`config.mk`:
```
export PLATFORM = sky130hd
export DESIGN_NAME = mul_share_arbiter
export DESIGN_NICKNAME = d
export VERILOG_FILES = /design/src/rtl/mul_share_arbiter.sv
export SDC_FILE = /design/constraint.sdc
export NUM_CORES = 1
export LEC_CHECK = 0
export ABC_AREA = 1
export BUFFER_PORTS_ARGS = -buffer_cell sky130_fd_sc_hd__buf_2
export CAP_MARGIN = 20
export CORE_MARGIN = 1.5
export CORE_UTILIZATION = 55
export DETAILED_ROUTE_END_ITERATION = 16
export MAX_ROUTING_LAYER = met4
export PLACE_DENSITY = 0.8
export SETUP_SLACK_MARGIN = 0.2
export SYNTH_ARGS = -nofsm -noshare
export SYNTH_HDL_FRONTEND = slang
export SYNTH_SLANG_ARGS = --single-unit
```
`constraint.sdc`:
```
create_clock -name clk -period 5.3 [get_ports clk]
set_input_delay 0.53 -clock clk [delete_from_list [all_inputs] [get_ports clk]]
set_output_delay 0.53 -clock clk [all_outputs]
set_load 0.02 [all_outputs]
```
`src/rtl/mul_share_arbiter.sv`:
```
// Round-robin arbiter sharing one combinational unsigned multiplier between NREQ requesters.
// Operands are registered into the multiplier and the product is returned, tagged with the
// requester index, over a valid/ready response channel. One operation is in flight at a time.
// Optional build macro MUL_ARB_STATS_EN adds the op_count and last_grant outputs.
module mul_share_arbiter #(
  parameter int unsigned SIZE = 8,
  parameter int unsigned NREQ = 4,
  parameter int unsigned ID_W = 2
) (
  input  logic                   clk,
  input  logic                   rst,
  input  logic [NREQ-1:0]        req_valid,
  input  logic [NREQ*SIZE-1:0]   req_a,
  input  logic [NREQ*SIZE-1:0]   req_b,
  output logic [NREQ-1:0]        req_ready,
  output logic                   resp_valid,
  output logic [ID_W-1:0]        resp_id,
  output logic [2*SIZE-1:0]      resp_y,
  input  logic                   resp_ready,
  output logic                   busy
`ifdef MUL_ARB_STATS_EN
  ,
  output logic [15:0]            op_count,
  output logic [ID_W-1:0]        last_grant
`endif
);

  localparam logic [ID_W-1:0] LastId = ID_W'(NREQ - 1);

  typedef enum logic [1:0] {StIdle, StCalc, StResp} state_e;

  state_e              state_q, state_d;
  logic [ID_W-1:0]     rr_ptr_q, rr_ptr_d;
  logic [ID_W-1:0]     id_q, id_d;
  logic [SIZE-1:0]     op_a_q, op_a_d;
  logic [SIZE-1:0]     op_b_q, op_b_d;
  logic [2*SIZE-1:0]   resp_y_q, resp_y_d;
  logic [ID_W-1:0]     resp_id_q, resp_id_d;
  logic                resp_valid_q, resp_valid_d;

  logic [2*NREQ-1:0]   valid_dbl;
  logic [NREQ-1:0]     valid_rot;
  logic [ID_W-1:0]     grant;
  logic                grant_found;
  logic [SIZE-1:0]     sel_a, sel_b;

  // Shared multiplier: its inputs are driven only from the operand registers.
  logic [SIZE-1:0]     mul_a, mul_b;
  logic [2*SIZE-1:0]   mul_y;

  assign mul_a = op_a_q;
  assign mul_b = op_b_q;
  assign mul_y = {{SIZE{1'b0}}, mul_a} * {{SIZE{1'b0}}, mul_b};

  // Rotate the valid vector so bit 0 is the rr_ptr requester, then take the first set bit.
  always_comb begin
    int tmp;
    tmp         = 0;
    grant       = '0;
    grant_found = 1'b0;
    valid_dbl   = {req_valid, req_valid} >> rr_ptr_q;
    valid_rot   = valid_dbl[NREQ-1:0];
    for (int k = 0; k < NREQ; k++) begin
      if (valid_rot[k] && !grant_found) begin
        tmp = int'(rr_ptr_q) + k;
        if (tmp >= int'(NREQ)) begin
          tmp = tmp - int'(NREQ);
        end
        grant       = tmp[ID_W-1:0];
        grant_found = 1'b1;
      end
    end
  end

  // Operand mux for the granted requester.
  always_comb begin
    sel_a = '0;
    sel_b = '0;
    for (int i = 0; i < NREQ; i++) begin
      if (grant == i[ID_W-1:0]) begin
        sel_a = req_a[i*SIZE +: SIZE];
        sel_b = req_b[i*SIZE +: SIZE];
      end
    end
  end

  // Accept is combinational and only ever offered in IDLE outside reset.
  always_comb begin
    req_ready = '0;
    if (state_q == StIdle && grant_found && !rst) begin
      req_ready[grant] = 1'b1;
    end
  end

  // Next-state logic for the IDLE -> CALC -> RESP sequence.
  always_comb begin
    state_d      = state_q;
    rr_ptr_d     = rr_ptr_q;
    id_d         = id_q;
    op_a_d       = op_a_q;
    op_b_d       = op_b_q;
    resp_y_d     = resp_y_q;
    resp_id_d    = resp_id_q;
    resp_valid_d = resp_valid_q;
    unique case (state_q)
      StIdle: begin
        if (grant_found) begin
          op_a_d  = sel_a;
          op_b_d  = sel_b;
          id_d    = grant;
          state_d = StCalc;
        end
      end
      StCalc: begin
        resp_y_d     = mul_y;
        resp_id_d    = id_q;
        resp_valid_d = 1'b1;
        state_d      = StResp;
      end
      StResp: begin
        // The pointer moves only once the response has actually been taken.
        if (resp_ready) begin
          resp_valid_d = 1'b0;
          rr_ptr_d     = (id_q == LastId) ? '0 : id_q + 1'b1;
          state_d      = StIdle;
        end
      end
      default: state_d = StIdle;
    endcase
  end

  // State and datapath registers; reset drops any in-flight result.
  always_ff @(posedge clk) begin
    if (rst) begin
      state_q      <= StIdle;
      rr_ptr_q     <= '0;
      id_q         <= '0;
      op_a_q       <= '0;
      op_b_q       <= '0;
      resp_y_q     <= '0;
      resp_id_q    <= '0;
      resp_valid_q <= 1'b0;
    end else begin
      state_q      <= state_d;
      rr_ptr_q     <= rr_ptr_d;
      id_q         <= id_d;
      op_a_q       <= op_a_d;
      op_b_q       <= op_b_d;
      resp_y_q     <= resp_y_d;
      resp_id_q    <= resp_id_d;
      resp_valid_q <= resp_valid_d;
    end
  end

  assign resp_valid = resp_valid_q;
  assign resp_id    = resp_id_q;
  assign resp_y     = resp_y_q;
  assign busy       = (state_q != StIdle);

`ifdef MUL_ARB_STATS_EN
  logic [15:0]     op_count_q;
  logic [ID_W-1:0] last_grant_q;

  // Completed-handshake counter (wraps) and index of the most recent accept.
  always_ff @(posedge clk) begin
    if (rst) begin
      op_count_q   <= '0;
      last_grant_q <= '0;
    end else begin
      if (state_q == StResp && resp_ready) begin
        op_count_q <= op_count_q + 16'd1;
      end
      if (state_q == StIdle && grant_found) begin
        last_grant_q <= grant;
      end
    end
  end

  assign op_count   = op_count_q;
  assign last_grant = last_grant_q;
`else
  // Default build carries no statistics state.
`endif

endmodule

```
==> out/results.ini <==
[grt]
first_global_vias=4268
gr-total-overflow=0
track_usage_pct=27.6
grt_max_degree=31
grt_pass1_wl_mm=19.0
antenna_found_initial=0

[setup_path]
cp-start-kind=flip-flop
r2r-start=mul_a[0]
r2r_setup_slack_ns=0.69
crit_path_end=resp_y[12]
critPathArrivalTime_ns=4.80
r2r_cells=18
r2r_end=resp_y[12]
startpoint=mul_a[0]
worstSetupPathType=flip-flop to flip-flop
path_max_fanout=9
cp-end-kind=flip-flop
cp.required_ns=5.50

[detailed_routing]
wirelength_mm=10.9
firstDrtPassIters=5
viasPerCell=5.22
wl_per_cell_um=13.0
first_iter_violations=266
ant_nets=0
num_vias=4366
drc=0

[final_layout]
fillers=765
diodes=0
final_net_count=874
final_layout_size_suffix_gt1_share_pct=18.5
layout_common_cells=149 x nand2_1, 131 x inv_1, 94 x buf_2
layout_commonest_cell=nand2_1
syn_to_final_growth_pct=10.6
seq_area_um2=821
multi_input_area_mm2=0.00303

[power]
ir_drop_mv=0.199
leakage_nw=3.09
pwr_density_cell_mw_per_mm2=259

[sta]
tns_ns=0
slew_violations=0
fin_crit_sh_pct=86.9
final.setup.worst_slack_ns=0.694
skew_ns=0.00641
setup_viol=0
slew_headroom_pct=43.6
min_period_ns=4.61
hold_viol=0
fmax_mhz=217
rsz0062_at_grt=false
tightest_slew_ns=0.843

[synthesis]
yosys_warnings=0
syn_area_per_cell_um2=6.91
synth-seq-cells=41
synth_cells=664
synthDominantCellAreaShare_pct=17.9
netlist_area_mm2=0.00459
synth-seq-area-share_pct=17.9
yosysTopAreaCell=dfxtp_1
syn-num-nets=808
netlist_top_cells_area=dfxtp_1 18%, fa_1 16%, nand2_1 12%, inv_1 11%, ha_1 10%
synth.distinct_cells=38

[clocking]
cts_buffer_depth=2
cts_resized=0
numClockSinks=41
cts_root_buf=clkbuf_8
clock_latency_ns=0.30
cts_buffers=5
cts_max_level=2
clk_pin_slew_worst_paths_ns=0.09
hold_buffers=0
cts_setup_buffers=0
cts_tree=done

[place]
post-place-ws_ns=0.760
hpwl_mm=8.89
gp_congestion=0.944
portBuffers=94

[job]
drv_cap=0

[worst_hold_path]
holdCritPathClass=flip-flop to flip-flop

[floorplanning]
io_pins=95
fp-row-count=33
core_mm2=0.00813
initial_core_util_pct=56.4
fp.dieArea_mm2=0.00889
die_x_um=94.3
die_h_um=94.3

[status]
run_status=finished clean

-- area by class of cell --
type / instances / share of cell area, %
clock buffer: 5 / 1.36
clock inverter: 3 / 0.345
inverter: 136 / 10.2
multi-input combinational: 450 / 59.8
sequential: 41 / 16.2
tap: 105 / 2.59
timing repair buffer: 96 / 9.57
-- layer usage --
layer,wire [um],GRT usage [%],vias up
met5,0,-,-
met4,127,4.60,0
met3,443,3.32,14
met2,5420,47.8,97
met1,4910,35.2,2081
li1,-,-,2174
-- where the power goes --
group	internal [W]	switching [W]
Clock	0.0000910	0.000115
Combinational	0.000243	0.000421
Sequential	0.000359	0.0000831
Total	0.000693	0.000620
-- worst min-delay path by stage --
stage	slack (ns)	from	end	depth (start not counted)
floorplan	0.48	id_q[1]	resp_id[1]	2
global placement	0.45	resp_valid	resp_valid	2
detailed placement	0.46	resp_valid	resp_valid	2
CTS	0.47	resp_valid	resp_valid	2
global route	0.51	resp_valid	resp_valid	2
finish	0.47	resp_valid	resp_valid	2
-- through the flow --
step / util [%] / power (W) / instance area [um^2] / hold slack [ns] / cells
4_1_cts: 62.4 / 0.00132 / 5070 / 0.473 / 836
3_3_place_gp: 61.3 / 0.00109 / 4990 / 0.451 / 828
2_1_floorplan: - / 0.000959 / 4590 / 0.477 / 664
3_5_place_dp: 61.3 / 0.00111 / 4990 / 0.460 / 828
5_1_grt: 62.4 / 0.00144 / 5070 / 0.512 / 836
6_report: 62.4 / 0.00131 / 5070 / 0.470 / 836
-- flip-flops by register name (all words and copies together), names as in the netlist --
| name | count |
|---|---|
| resp_y | 16 |
| state_q | 2 |
| id_q | 2 |
| mul_a | 8 |
| rr_ptr_q | 2 |
| mul_b | 8 |
| resp_id | 2 |
| resp_valid | 1 |
-- synthesized netlist by cell type, drive strengths merged --
| master | instances |
|---|---|
| a21oi | 29 |
| buf | 14 |
| nand4 | 15 |
| or2 | 2 |
| inv | 136 |
| xor2 | 6 |
| dfxtp | 41 |
| o211ai | 2 |
| fa | 36 |
| nor2 | 53 |
| ha | 37 |
| nand3b | 3 |
| nor4 | 1 |
| nor3 | 4 |
| a31oi | 2 |
| o21bai | 2 |
| xnor2 | 4 |
| clkbuf | 23 |
| nand3 | 57 |
| nand2 | 159 |
| o221ai | 2 |
| o21ai | 36 |
-- cell families (layout without fill, tap and decap cells) --
group / after synthesis / after routing / share of synthesized area, %
simple gates: 294 / 294 / 29.7
buf+inv: 173 / 240 / 16.0
fa+ha+maj: 73 / 73 / 25.8
compound gates: 73 / 73 / 8.73
flops: 41 / 41 / 17.9
xor+xnor: 10 / 10 / 1.91
-- worst max-delay path: stages (launching register included) --
cell and delay (ns):
dfxtp_1 0.55, nand2_1 0.14, fa_1 0.52, fa_1 0.54
inv_1 0.06, fa_1 0.52, inv_1 0.05, fa_1 0.55
inv_1 0.05, ha_1 0.36, a21oi_1 0.22, o21ai_0 0.15
a21oi_1 0.20, inv_1 0.08, a31oi_1 0.17, or2_2 0.14
nand3_1 0.06, o211ai_1 0.09, inv_1 0.05
Power figures use the tool's default switching activity.
